<file path="config.mk">
export PLATFORM = sky130hd
export DESIGN_NAME = regfile_wb_ctrl
export DESIGN_NICKNAME = d
export VERILOG_FILES = /design/src/rtl/regfile_pkg.sv /design/src/rtl/regfile_wb_fsm.sv /design/src/rtl/regfile_wb_ctrl.sv
export SDC_FILE = /design/constraint.sdc
export NUM_CORES = 1
export LEC_CHECK = 0
export BUFFER_PORTS_ARGS = -buffer_cell sky130_fd_sc_hd__buf_2
export CELL_PAD_IN_SITES_DETAIL_PLACEMENT = 0
export CELL_PAD_IN_SITES_GLOBAL_PLACEMENT = 1
export CORE_MARGIN = 2
export CORE_UTILIZATION = 38
export CTS_CLUSTER_SIZE = 40
export DETAILED_ROUTE_END_ITERATION = 12
export PLACE_DENSITY = 0.92
export SLEW_MARGIN = 20
export SYNTH_ARGS = -nofsm -noshare
export SYNTH_HDL_FRONTEND = slang
export SYNTH_SLANG_ARGS = --single-unit
</file>
<file path="constraint.sdc">
create_clock -name clk -period 2.2 [get_ports clk]
set_input_delay 0.44 -clock clk [delete_from_list [all_inputs] [get_ports clk]]
set_output_delay 0.44 -clock clk [all_outputs]
set_load 0.01 [all_outputs]
</file>
<file path="src/rtl/regfile_pkg.sv">
// Shared definitions for the register-file write-back controller.
// Holds the FSM state encoding, ALU opcode constants and default widths.
// Imported by regfile_wb_ctrl and regfile_wb_fsm.
package regfile_pkg;

  localparam int unsigned OP_W_DEF = 3;
  localparam int unsigned AW_DEF   = 2;
  localparam int unsigned DW_DEF   = 8;

  localparam logic [2:0] ALU_ADD = 3'b000;
  localparam logic [2:0] ALU_SUB = 3'b001;
  localparam logic [2:0] ALU_AND = 3'b010;
  localparam logic [2:0] ALU_OR  = 3'b011;
  localparam logic [2:0] ALU_XOR = 3'b100;

  typedef enum logic [1:0] {
    ST_IDLE  = 2'd0,
    ST_READ  = 2'd1,
    ST_EXEC  = 2'd2,
    ST_WRITE = 2'd3
  } state_e;

endpackage

</file>
<file path="src/rtl/regfile_wb_fsm.sv">
// Sequencing FSM: IDLE -> READ -> EXEC -> WRITE -> IDLE, one op per 4 cycles.
// Latency: state outputs are decoded combinationally from the state register.
// Backpressure: in_ready_o is high only in IDLE; the accept is valid&&ready.
module regfile_wb_fsm
  import regfile_pkg::*;
(
  input  logic   clk_i,
  input  logic   rst_ni,
  input  logic   in_valid_i,
  input  logic   wb_i,
  input  logic   wr_block_i,
  output logic   in_ready_o,
  output logic   wr_en_o,
  output logic   done_o,
  output state_e state_o
);

  state_e state_q, state_d;

  // State register; async reset returns to IDLE, discarding any in-flight op.
  always_ff @(posedge clk_i or negedge rst_ni) begin
    if (!rst_ni) state_q <= ST_IDLE;
    else         state_q <= state_d;
  end

  // Next-state: a fixed four-step walk, leaving IDLE only on an accept.
  always_comb begin
    state_d = state_q;
    unique case (state_q)
      ST_IDLE:  if (in_valid_i) state_d = ST_READ;
      ST_READ:  state_d = ST_EXEC;
      ST_EXEC:  state_d = ST_WRITE;
      ST_WRITE: state_d = ST_IDLE;
      default:  state_d = ST_IDLE;
    endcase
  end

  // Output decode: write strobe and done only ever appear in WRITE.
  always_comb begin
    in_ready_o = (state_q == ST_IDLE);
    done_o     = (state_q == ST_WRITE);
    wr_en_o    = (state_q == ST_WRITE) && wb_i && !wr_block_i;
  end

  assign state_o = state_q;

endmodule

</file>
<file path="src/rtl/regfile_wb_ctrl.sv">
// Register-file write-back controller: latch op, drive datapath, write {ovf,f}.
// Latency: accept at edge N, write/done in the cycle after edge N+2, ready after N+3.
// Backpressure: in_ready is low for the 3 busy cycles; throughput 1 op per 4 cycles.
// Optional feature macro: REGFILE_WB_OVF_TRAP_EN (suppress write on ovf, sticky ovf_err).
module regfile_wb_ctrl
  import regfile_pkg::*;
#(
  parameter int unsigned OP_W = OP_W_DEF,
  parameter int unsigned AW   = AW_DEF,
  parameter int unsigned DW   = DW_DEF
) (
  input  logic            clk,
  input  logic            rst,
  input  logic            in_valid,
  output logic            in_ready,
  input  logic [OP_W-1:0] in_op,
  input  logic [AW-1:0]   in_rs0,
  input  logic [AW-1:0]   in_rs1,
  input  logic [AW-1:0]   in_rd,
  input  logic            in_src1,
  input  logic            in_src2,
  input  logic [DW-1:0]   in_imm,
  input  logic            in_wb,
  output logic [AW-1:0]   rd0_addr,
  output logic [AW-1:0]   rd1_addr,
  output logic            alu_src1,
  output logic            alu_src2,
  output logic [OP_W-1:0] alu_op,
  output logic [DW-1:0]   imm_o,
  input  logic [DW-1:0]   alu_f,
  input  logic            alu_ovf,
  input  logic            alu_br,
  output logic            wr_en,
  output logic [AW-1:0]   wr_addr,
  output logic [DW:0]     wr_data,
  output logic            done,
`ifdef REGFILE_WB_OVF_TRAP_EN
  output logic            ovf_err,
`endif
  output logic            br_flag
);

  state_e state;
  logic   accept;
  logic   wr_block;

  logic [OP_W-1:0] op_q,   op_d;
  logic [AW-1:0]   rs0_q,  rs0_d;
  logic [AW-1:0]   rs1_q,  rs1_d;
  logic [AW-1:0]   rd_q,   rd_d;
  logic            src1_q, src1_d;
  logic            src2_q, src2_d;
  logic [DW-1:0]   imm_q,  imm_d;
  logic            wb_q,   wb_d;
  logic [DW-1:0]   f_q,    f_d;
  logic            ovf_q,  ovf_d;
  logic            br_q,   br_d;

  assign accept = in_valid && in_ready;

`ifdef REGFILE_WB_OVF_TRAP_EN
  logic ovf_err_q, ovf_err_d;
  assign wr_block = ovf_q;
  assign ovf_err  = ovf_err_q;

  // Sticky overflow error: set by any overflowing op reaching WRITE.
  always_comb begin
    ovf_err_d = ovf_err_q;
    if (state == ST_WRITE && ovf_q) ovf_err_d = 1'b1;
  end

  // Overflow error register, cleared only by reset.
  always_ff @(posedge clk or negedge rst) begin
    if (!rst) ovf_err_q <= 1'b0;
    else      ovf_err_q <= ovf_err_d;
  end
`else
  assign wr_block = 1'b0;
`endif

  regfile_wb_fsm u_fsm (
    .clk_i      (clk),
    .rst_ni     (rst),
    .in_valid_i (in_valid),
    .wb_i       (wb_q),
    .wr_block_i (wr_block),
    .in_ready_o (in_ready),
    .wr_en_o    (wr_en),
    .done_o     (done),
    .state_o    (state)
  );

  // Field latches: load only on the accept cycle, so later in_* changes are ignored.
  always_comb begin
    op_d   = op_q;
    rs0_d  = rs0_q;
    rs1_d  = rs1_q;
    rd_d   = rd_q;
    src1_d = src1_q;
    src2_d = src2_q;
    imm_d  = imm_q;
    wb_d   = wb_q;
    if (accept) begin
      op_d   = in_op;
      rs0_d  = in_rs0;
      rs1_d  = in_rs1;
      rd_d   = in_rd;
      src1_d = in_src1;
      src2_d = in_src2;
      imm_d  = in_imm;
      wb_d   = in_wb;
    end
  end

  // Result capture: the ALU is sampled once, on the EXEC->WRITE edge.
  always_comb begin
    f_d   = f_q;
    ovf_d = ovf_q;
    br_d  = br_q;
    if (state == ST_EXEC) begin
      f_d   = alu_f;
      ovf_d = alu_ovf;
      br_d  = alu_br;
    end
  end

  // Field and result registers; reset clears every datapath-facing output.
  always_ff @(posedge clk or negedge rst) begin
    if (!rst) begin
      op_q   <= '0;
      rs0_q  <= '0;
      rs1_q  <= '0;
      rd_q   <= '0;
      src1_q <= 1'b0;
      src2_q <= 1'b0;
      imm_q  <= '0;
      wb_q   <= 1'b0;
      f_q    <= '0;
      ovf_q  <= 1'b0;
      br_q   <= 1'b0;
    end else begin
      op_q   <= op_d;
      rs0_q  <= rs0_d;
      rs1_q  <= rs1_d;
      rd_q   <= rd_d;
      src1_q <= src1_d;
      src2_q <= src2_d;
      imm_q  <= imm_d;
      wb_q   <= wb_d;
      f_q    <= f_d;
      ovf_q  <= ovf_d;
      br_q   <= br_d;
    end
  end

  // Datapath drive straight from the latches: stable from READ through WRITE.
  always_comb begin
    rd0_addr = rs0_q;
    rd1_addr = rs1_q;
    alu_src1 = src1_q;
    alu_src2 = src2_q;
    alu_op   = op_q;
    imm_o    = imm_q;
    wr_addr  = rd_q;
    wr_data  = {ovf_q, f_q};
    br_flag  = br_q;
  end

endmodule

</file>
==> results of run 1 <==
[cell families (layout without fill, tap and decap cells)]
kind of cell / count (synthesis) / count (layout) / synth area share [%]
buffers and inverters: 6 / 73 / 3.154
DFF: 32 / 32 / 59.37
muxes: 31 / 31 / 31.45
adders and majority gates: 4 / 4 / 3.711
and+or+nand+nor: 5 / 5 / 1.949
AOI/OAI and AO/OA: 1 / 1 / 0.3707
[flip-flops by register name, summed over array words and instances (netlist names)]
signal         count
br_flag            1
alu_op             3
rd1_addr           2
imm_o              8
f_q                8
alu_src2           1
rd0_addr           2
wb_q               1
alu_src1           1
ovf_q              1
wr_addr            2
u_fsm.state_o      2
[worst register-to-register path, delay by kind of cell (launching register included)]
family	cells	cell delay (ns)
simple gates	1	0.39
mux	1	0.44
flops	1	0.41
buf+inv	1	0.12
fa+ha+maj	1	0.24
[through the flow]
step	total power, mW	instances	setup WS, ns	instance area [sq um]
floorplan	1.887	79	0.8760	1349
global placement	2.246	185	0.5646	1692
detailed placement	2.300	185	0.4808	1692
CTS	2.671	192	0.4773	1757
global route	2.807	192	0.3754	1757
finish	2.624	192	0.4999	1757
[how the worst max path moves through the flow]
stage                                       from                 endpoint
detailed placement  u_fsm.state_o[0]$_DFFE_PN0P_    alu_op[1]$_DFFE_PN0P_
finish              u_fsm.state_o[0]$_DFFE_PN0P_     imm_o[2]$_DFFE_PN0P_
global route        u_fsm.state_o[1]$_DFFE_PN0P_     alu_src1$_DFFE_PN0P_
floorplan           u_fsm.state_o[0]$_DFFE_PN0P_    alu_op[0]$_DFFE_PN0P_
CTS                 u_fsm.state_o[0]$_DFFE_PN0P_     imm_o[2]$_DFFE_PN0P_
global placement    u_fsm.state_o[0]$_DFFE_PN0P_  rd0_addr[1]$_DFFE_PN0P_
[cells in the mapped netlist (all sizes together)]
| master | instances | area share, % |
|---|---|---|
| nand2 | 1 | 0.46 |
| mux2 | 31 | 31 |
| nand2b | 1 | 0.46 |
| inv | 2 | 0.56 |
| and2 | 1 | 0.46 |
| a21oi | 1 | 0.37 |
| dfrtp | 32 | 59 |
| nor2 | 2 | 0.56 |
| ha | 4 | 3.7 |
| buf | 4 | 2.6 |
[power by group]
part	internal, mW	switching (mW)
sequential	0.895	0.165
clock	0.181	0.182
combinational	0.700	0.502
total	1.78	0.849
[layer usage]
metal / global-route usage [%] / vias to the layer above
met3: 5.536 / 7
met2: 22.76 / 37
li1: - / 397
met5: 0 / -
met1: 14.60 / 414
met4: 7.337 / 0
[layout make-up]
class	count	area [sq um]	share of cell area, %
clock buffer	7	65.06	3.704
inverter	2	7.507	0.4274
multi-input combinational	41	505.5	28.78
sequential	32	800.8	45.58
tap	46	57.56	3.276
timing repair buffer	64	320.3	18.23
[placed cells by master (no fill, tap or decap)]
master	count
sky130_fd_sc_hd__and2_1	1
sky130_fd_sc_hd__mux2_4	20
sky130_fd_sc_hd__clkbuf_8	2
sky130_fd_sc_hd__clkbuf_4	5
sky130_fd_sc_hd__mux2_2	11
sky130_fd_sc_hd__ha_1	4
sky130_fd_sc_hd__nand2_2	1
sky130_fd_sc_hd__buf_2	64
sky130_fd_sc_hd__a21oi_1	1
sky130_fd_sc_hd__dfrtp_1	32
sky130_fd_sc_hd__inv_1	2
sky130_fd_sc_hd__nand2b_1	1
sky130_fd_sc_hd__nor2_1	2
==> results.txt, run 1 <==
- The first global-routing pass estimated just over 4 mm of wire.
- Category of the worst setup path capture point: register
* Drc violations: 0
- Detailed placement finished with a half-perimeter wire length of 1.888 mm.
* Hold Worst Slack: 0.1347 ns
* H-tree depth reported by CTS: 2
* Post-CTS Resized: 0
- Horizontal die dimension: 63.58 um
- After layout, the minimum clock period comes to 1.700 ns.
- Entering global routing, the biggest net connects 33 pins.
* Highest attainable clock frequency: 588.2 MHz
- Clock tree from TritonCTS: done
* Arr. time, crit path: 1.92 ns
* CP max stage delay: approximately 0.43 ns
- Signal routing reaches up to met4.
* Setup bufs post-CTS: 0
* Global-route total usage across every layer: between 10% and 20%
- Family with the most delay on the worst path: multiplexers
- Insertion delay of the later-clocked pin in the worst-skew pair: about 0.33 ns
* Leakage: between 0.9 and 1 nW
- Initial Utilization: around two fifths
- Via count of the first global-routing pass: 927
- Setup violations remaining at the end of the flow were counted as 0.
* Critical path cell sequence: inv_1 -> ha_1 -> nand2_2 -> mux2_4
* Summed instance area of the synthesized netlist: about 1300 sq um
- From synthesis to final layout, the design area changed by 30.24%.
- Accumulated negative setup slack: 0 ns
- Worst flop-to-flop path startpoint: u_fsm.state_o[0]$_DFFE_PN0P_
- Sum of routed wire length over all layers: roughly 2.5 mm
* Run status: completed
- IR analysis of the VDD net gives a maximum drop of about 0.64 mV.
- Counting both buffers and inverters, the worst setup path holds a total of 1.
- The final count of pins violating max slew came to 0.
- The final hold violation count is 0.
- Clock root buffer: sky130_fd_sc_hd__clkbuf_4
- Across the run, the number of max-cap violations was 0.
- Req. time, crit path: between 2 and 2.5 ns
* Classification of the worst-slack hold path: primary input to asynchronous set/reset pin
* Net Count, Synth: 116
* Crit path launch type: register
* Number of search-and-repair iterations in the first detailed-routing pass: 2
- Wire segments on met3 add up to around 200 um in the final route.
* Deepest clock path buffer count: 2
- Of the synthesized area, sequential elements account for 59.37%.
- Proportion of layout cells with a drive suffix above 1: 70.55%
- Final period util: between 70% and 80%
- Maximum fanout count along the critical path: 20
* Count of unique library cells instantiated by Yosys: 13
* Final-stage net count: 183
- Power density of the placed cells: 1494 nW/um^2
- Height of the die: approximately 64 um
* Seq cells post-synth: 32
* Critical path start-end classification: register to register
- The worst pin sits at a relative slew slack of 54.91%.
- The detailed router put a total of 964 um of wire on met1.
* Die area: 4042 sq um
- The routed layout has 855 vias.
- The clock arrives with 0.008026 ns of skew.
* Top-level port count: 65
- In this run the number of cells on the critical path is 4.
* Antenna violations before repair: 0
* Residual antenna-violating net count after detailed routing: 0
- After clock tree synthesis, the clock-pin slew on the worst setup and hold paths is around 0.09 ns.
* Total of buffers placed on input and output ports: 64
- The filler cells instantiated in the layout total 313.
* WL/cell: between 10 and 15 um
- Worst reg2reg path endpoint: imm_o[2]$_DFFE_PN0P_
* Pin slew with the least headroom to its limit: about 0.68 ns
- The floorplan has 21 rows.
- Global routing finished with a remaining overflow of 0.
- After detailed routing, the number of vias per cell comes to 4.453.
- Measured in cells, the most critical reg-to-reg path has a length of 4.
- Core ar.: around 3400 sq um
* Global placement routability congestion: 0.6679
- Register-to-Register Setup Slack: 0.50 ns
- Setup repair after global routing left no endpoint under its margin.
- In this run the mean area of a mapped cell was 17.07 sq um.
- Core occupancy in the finished layout: 52.23%
- Cells after synthesis: between 70 and 80
* Total inserted antenna cells: 0
- Standard cell with the maximum stage delay on the critical path: sky130_fd_sc_hd__mux2_4
- DR iter-0 viols: 8
* Met2 WL post-DR: between 1 and 1.5 mm
* Number of sinks driven by the clock tree: 32
* Count of warnings emitted by yosys: 0
- In this run, post-CTS hold repair placed 0 buffers.
* Cts bufs inserted: 5
No activity file was read; power rests on OpenSTA's default activity.
==> inputs of run 2 (changes only) <==
--- a/config.mk
+++ b/config.mk
@@ -9,10 +9,10 @@
 export CELL_PAD_IN_SITES_DETAIL_PLACEMENT = 0
 export CELL_PAD_IN_SITES_GLOBAL_PLACEMENT = 1
 export CORE_MARGIN = 2
-export CORE_UTILIZATION = 38
+export CORE_UTILIZATION = 35
 export CTS_CLUSTER_SIZE = 40
 export DETAILED_ROUTE_END_ITERATION = 12
-export PLACE_DENSITY = 0.92
+export PLACE_DENSITY = 0.86
 export SLEW_MARGIN = 20
 export SYNTH_ARGS = -nofsm -noshare
 export SYNTH_HDL_FRONTEND = slang
==> constraint.sdc (replaced) <==
create_clock -name clk -period 1.6 [get_ports clk]
set_input_delay 0.32 -clock clk [delete_from_list [all_inputs] [get_ports clk]]
set_output_delay 0.32 -clock clk [all_outputs]
set_load 0.01 [all_outputs]
==> results.txt, run 2 (synthesis gave the netlist of run 1 again) <==
* Count of max-cap constraint violations: 0
- Via total after detailed routing: 861
- Met1 layer usage reported by global route: 15.44%
* Classification of the worst-slack hold path: primary input to asynchronous set/reset pin
- Antenna violations before repair: 0
- Per report_power, the combinational group accounts for 44.2% of the total.
- Worst Clk Skew: 0.004106 ns
- Number of vias per cell after detailed routing: 4.415
- For this design the total switching power over the nets is 1.190 mW.
- In this run, post-CTS hold repair placed 0 buffers.
* Setup bufs post-CTS: 0
* DP Wirelength: about 2.0 mm
- Final Hold Violating Endpoints: 0
* Maximum fanout count along the critical path: 4
* Relative area change from synthesis to final layout: 34.23%
- In this run, CTS created clock tree buffers numbering 5.
* Final count of negative-setup-slack endpoints: 0
- Of the cells placed in the final design, the portion with a size suffix greater than 1 is a little over two thirds.
* Final period util: 92.68%
- For this design the static power due to leakage is 0.9730 nW.
- Deepest clock path buffer count: 2
- R2r worst-path depth: 3
- The detail route stage leaves a number of antenna-violating nets equal to 0.
- RSZ-0062 raised after global routing: no
- Largest net degree at the start of global routing: 33
- Clock-pin transition on the worst setup and hold timing paths: 0.06 ns
- Worst reg2reg path endpoint: f_q[3]$_DFFE_PN0N_
- Run status: completed
* H-tree depth reported by CTS: 2
- The worst setup path is of the register to output port kind.
* Horizontal die dimension: 66.08 um
- The congestion estimate from routability-driven global placement came to 0.6130.
- Via count of the first global-routing pass: 890
- In this run switching power makes up 31.41% of total power.
- Total of buffers placed on input and output ports: 64
* Drc violations: 0
- Insertion delay of the later-clocked pin in the worst-skew pair: 0.27 ns
- FP Rows: 22
- The floorplan step set the die height to 66.08 um.
- Total inserted antenna cells: 0
* DR iter-0 viols: 28
- At the pin with the least slew margin, the transition time is 0.6965 ns.
- Power share of the clock group: 16.8%
- Leading cell type in the layout, fill and taps excluded: sky130_fd_sc_hd__buf_2
* Initial Utilization: 36.57%
- Req. time, crit path: 1.28 ns
- The design draws 3.788 mW.
* Sum of routed wire length over all layers: 2.595 mm
- Cell internal power was estimated by the tool at 2.598 mW.
- Grt peak-use layer: met2
- Filler cell count: 346
* Top-level port count: 65
* Accumulated negative setup slack: 0 ns
- Category of the worst setup path capture point: output port
* Worst flop-to-flop path startpoint: u_fsm.state_o[0]$_DFFE_PN0P_
- Data on the critical path arrives at its endpoint at between 1 and 1.5 ns.
- Global-route total usage across every layer: 13.57%
- The first global-routing pass estimated 4.229 mm of wire.
* Relative slew margins: 53.57%
- In this run, flip-flops and latches consume about 40% of the power.
* Aggregate global routing overflow: 0
* Final critical path time including I/O delays and setup: between 1 and 1.5 ns
- The final layout contains about 180 nets.
- Highest attainable clock frequency: 674.4 MHz
- Final Max Slew Viols: 0
- WL/cell: 13.31 um
- The cell sitting at the root of the clock tree is a sky130_fd_sc_hd__clkbuf_8.
* Post-CTS Resized: 0
- Core ar.: 3689 sq um
- In the layout the commonest cells are 64 x sky130_fd_sc_hd__buf_2, 32 x sky130_fd_sc_hd__dfrtp_1, 20 x sky130_fd_sc_hd__mux2_4, 11 x sky130_fd_sc_hd__mux2_2, 7 x sky130_fd_sc_hd__clkbuf_8.
- Power density of the placed cells: ~2100 nW/um^2
- TritonCTS built the clock tree.
- Die area: 4367 sq um
- Crit path launch type: register
- Before antenna repair, the detailed router went through 2 iterations.
- VDD IR-drop max: 0.9052 mV
- For flop-to-flop paths, the worst setup slack is 0.12 ns.
* Number of sinks driven by the clock tree: 32
- Global routing used 5.792% of the available met3 tracks.
* Routing usage on met2: 21.63%
-- run 2: changes by cell type in the layout (fill, tap and decap cells not counted) --
cell                       delta
sky130_fd_sc_hd__clkbuf_4     -5
sky130_fd_sc_hd__buf_12       +1
sky130_fd_sc_hd__clkbuf_8     +5
-- run 2: worst max path at each step --
stage | from | end | slack, ns | depth (start not counted)
after floorplan | u_fsm.state_o[0]$_DFFE_PN0P_ | alu_op[0]$_DFFE_PN0P_ | 0.28 | 5
after global placement | u_fsm.state_o[0]$_DFFE_PN0P_ | rd1_addr[1]$_DFFE_PN0P_ | 0.21 | 5
after detailed placement | u_fsm.state_o[0]$_DFFE_PN0P_ | f_q[3]$_DFFE_PN0N_ | 0.13 | 3
after CTS | u_fsm.state_o[0]$_DFFE_PN0P_ | f_q[3]$_DFFE_PN0N_ | 0.09 | 3
after global routing | u_fsm.state_o[0]$_DFFE_PN0P_ | f_q[2]$_DFFE_PN0N_ | 0.01 | 3
final | u_fsm.state_o[1]$_DFFE_PN0P_ | wr_en | 0.12 | 3
-- run 2: critical path, stage by stage, from the launching register on --
cell                      delay (ns)
sky130_fd_sc_hd__dfrtp_1        0.42
sky130_fd_sc_hd__ha_1           0.21
sky130_fd_sc_hd__and2_1         0.14
sky130_fd_sc_hd__buf_2          0.13
-- run 2: power by group through the flow --
stage                     clock network [mW]  registers (mW)  logic (mW)
final                                  0.637            1.48        1.68
after CTS                              0.666            1.48        1.71
after floorplan                            0            1.63       0.967
after detailed placement                   0            1.48        1.70
after global placement                     0            1.45        1.66
after global routing                   0.727            1.53        1.82
-- run 2: metrics by stage --
step | worst slack (ns) | hold slack (ns) | area [sq um] | util (%) | instances
4_1_cts | 0.09322 | 0.1043 | 1810 | 49.08 | 195
5_1_grt | 0.01357 | 0.1407 | 1810 | 49.08 | 195
2_1_floorplan | 0.2760 | 0.02441 | 1349 | - | 79
3_5_place_dp | 0.1266 | 0.4054 | 1714 | 46.47 | 188
6_report | 0.1171 | 0.09243 | 1810 | 49.08 | 195
3_3_place_gp | 0.2053 | 0.3901 | 1714 | 46.47 | 188
-- run 2: cell type report --
class	count	area, sq um	area share, %
Clock buffer	7	96.34	5.321
Sequential cell	32	800.8	44.23
Inverter	2	7.507	0.4147
Timing Repair Buffer	65	340.3	18.80
Multi-Input combinational cell	41	505.5	27.92
Tap cell	48	60.06	3.317
-- run 2: per-layer routing --
metal	share of wire [%]	vias to the layer above
met5	0	-
li1	-	403
met3	7.6	4
met2	50	35
met4	2.0	0
met1	40	419
==> inputs of run 3 (changes only) <==
--- a/config.mk
+++ b/config.mk
@@ -13,6 +13,7 @@
 export CTS_CLUSTER_SIZE = 40
 export DETAILED_ROUTE_END_ITERATION = 12
 export PLACE_DENSITY = 0.86
+export SETUP_SLACK_MARGIN = 0.2
 export SLEW_MARGIN = 20
 export SYNTH_ARGS = -nofsm -noshare
 export SYNTH_HDL_FRONTEND = slang
==> results.txt, run 3 (synthesis gave the netlist of run 1 again) <==
- The flow ran to the end, and the final reports show no timing, DRC or antenna violations.
* Worst Clk Skew: 0.004738 ns
- Via count of the first global-routing pass: 909
* Power density of the placed cells: between 2000 and 2500 nW/um^2
* Final-stage net count: 188
* Clock root buffer: sky130_fd_sc_hd__clkbuf_8
* Sum of routed wire length over all layers: roughly 2.8 mm
- Maximum fanout count along the critical path: 3
- STA classifies the critical path startpoint as a register.
- WL/cell: 13.89 um
- The number of placed instances, taps included, is 188.
- The clock tree synthesis step divided the H-tree into 2 levels.
* Initial Utilization: between 30% and 40%
- FP Rows: 22
- Before antenna repair, the detailed router went through 2 iterations.
* RSZ-0062 raised after global routing: yes
* Req. time, crit path: 1.28 ns
- From left edge to right edge, the die measures between 60 and 70 um.
- Leading cell type in the layout, fill and taps excluded: sky130_fd_sc_hd__buf_2
- Drc violations: 0
- The signal on the critical path passes through ha_2 -> and2_4 -> buf_6.
- Leakage: 1.008 nW
- Antenna violations before repair: 0
- At the pin with the least slew margin, the transition time is just under 0.7 ns.
* Final period util: approximately nine tenths
- At the end of routability-driven placement, the weighted congestion stood at between 0.6 and 0.7.
* VDD IR-drop max: between 0.8 and 0.9 mV
- On the critical path, the stage with the largest delay is an instance of sky130_fd_sc_hd__dfrtp_1.
- Final count of negative-setup-slack endpoints: 0
- Buffers inserted to repair hold after CTS numbered 0.
- Accumulated negative setup slack: 0 ns
- Final critical path time including I/O delays and setup: 1.449 ns
- CP max stage delay: 0.41 ns
* Clock-pin transition on the worst setup and hold timing paths: about 0.060 ns
- Total of buffers placed on input and output ports: 64
- Measured along the y axis, the die boundary spans 66.08 um.
- Global-route wire length before repair: 4.360 mm
- TritonCTS created 5 clock buffers.
- After the first detailed-routing iteration, the DRC count stood at 15.
* Highest attainable clock frequency: a little under 700 MHz
- In this run the worst hold path is classified as primary input to asynchronous set/reset pin.
- Aggregate global routing overflow: 0
- STA puts the critical path data arrival time at 1.13 ns.
* Final Instance Count excl. Fillers: between 150 and 200
- After floorplanning, the core was sized to cover 3689 sq um.
* Proportion of layout cells with a drive suffix above 1: 76.16%
- Summed over all nets, the half-perimeter wirelength after detailed placement is 1.967 mm.
- 65 I/O pins were placed.
- Category of the worst setup path capture point: output port
- Relative area change from synthesis to final layout: 42.39%
- Once detail routing completed, the nets flagged for antenna violations numbered 0.
* Largest net degree at the start of global routing: 33
- Using the TritonRoute via totals, the vias-per-cell ratio works out to about 4.4.
* Leading cell types in the layout, fill and taps excluded: 62 x sky130_fd_sc_hd__buf_2, 32 x sky130_fd_sc_hd__dfrtp_1, 20 x sky130_fd_sc_hd__mux2_4, 11 x sky130_fd_sc_hd__mux2_2, 7 x sky130_fd_sc_hd__clkbuf_8
- The tool flagged a number of max-cap violations equal to 0.
- Number of sinks driven by the clock tree: 32
* Final Max Slew Viols: 0
- The final hold violation count came to 0.
- Relative slew margins: 54.47%
- Deepest clock path buffer count: 2
- TritonCTS built the clock tree.
- Global-route total usage across every layer: 13.97%
- Cells fill 52.07% of the core in the end.
- Across all layers, the routed design uses 885 vias.
- The later pin in the worst-skew pair is clocked with a latency of 0.27 ns.
- Total inserted antenna cells: 0
- The die covers roughly 4400 sq um.
* Critical path start-end classification: register to output port
-- run 3: report_power, final --
| group | leakage [nW] | internal, mW | total [mW] | switching [mW] |
|---|---|---|---|---|
| sequential | 0.376 | 1.23 | 1.48 | 0.241 |
| clock | 0.0503 | 0.382 | 0.638 | 0.256 |
| combinational | 0.582 | 1.15 | 1.93 | 0.778 |
-- run 3: final timing paths --
check / start / end / slack [ns] / depth (start not counted)
min in group clk: in_rd[0] / wr_addr[0]$_DFFE_PN0P_ / 0.28 / 2
hold reg to reg: imm_o[0]$_DFFE_PN0P_ / imm_o[0]$_DFFE_PN0P_ / 0.50 / 1
max in group asynchronous: rst / imm_o[4]$_DFFE_PN0P_ / 1.07 / 1
hold / removal: rst / u_fsm.state_o[1]$_DFFE_PN0P_ / 0.09 / 1
setup reg to reg: u_fsm.state_o[0]$_DFFE_PN0P_ / f_q[3]$_DFFE_PN0N_ / 0.24 / 4
setup / recovery: u_fsm.state_o[1]$_DFFE_PN0P_ / wr_en / 0.15 / 3
-- run 3: cell type report --
type                    instances  area [sq um]
multi-input cells              41         553.0
well taps                      48         60.06
fillers                       342          1768
repair buffers                 69         402.9
flip-flops and latches         32         800.8
inverters                       2         7.507
clock buffers                   7         96.34
-- run 3: metal layers --
layer,wire length (um),global-route usage [%]
met2,1431,22.88
met5,0,0
met1,1099,15.55
met3,183,5.792
met4,51,6.888
-- run 3: timing repair --
item	4_1_cts	5_1_grt
gates resized for setup	2	12
setup endpoints to repair	31	33
pin swaps	0	2
buffers inserted	1	2
gates cloned	1	0
-- run 3: per-stage QoR --
step	power, mW	instance area (sq um)	worst slack [ns]	hold WS (ns)
final	4.045	1921	0.1512	0.08779
after CTS	3.941	1853	0.09431	0.1043
after floorplan	2.594	1349	0.2760	0.02441
after global routing	4.334	1921	0.1037	0.1463
after global placement	3.111	1714	0.2053	0.3901
after detailed placement	3.187	1714	0.1266	0.4054
-- run 3: critical path: cells and delay by family (launching register included) --
family                   cells  cell delay [ns]
AND/OR/NAND/NOR              1             0.13
flip-flops                   1             0.41
buffers and inverters        1             0.11
adder cells (fa/ha/maj)      1             0.20
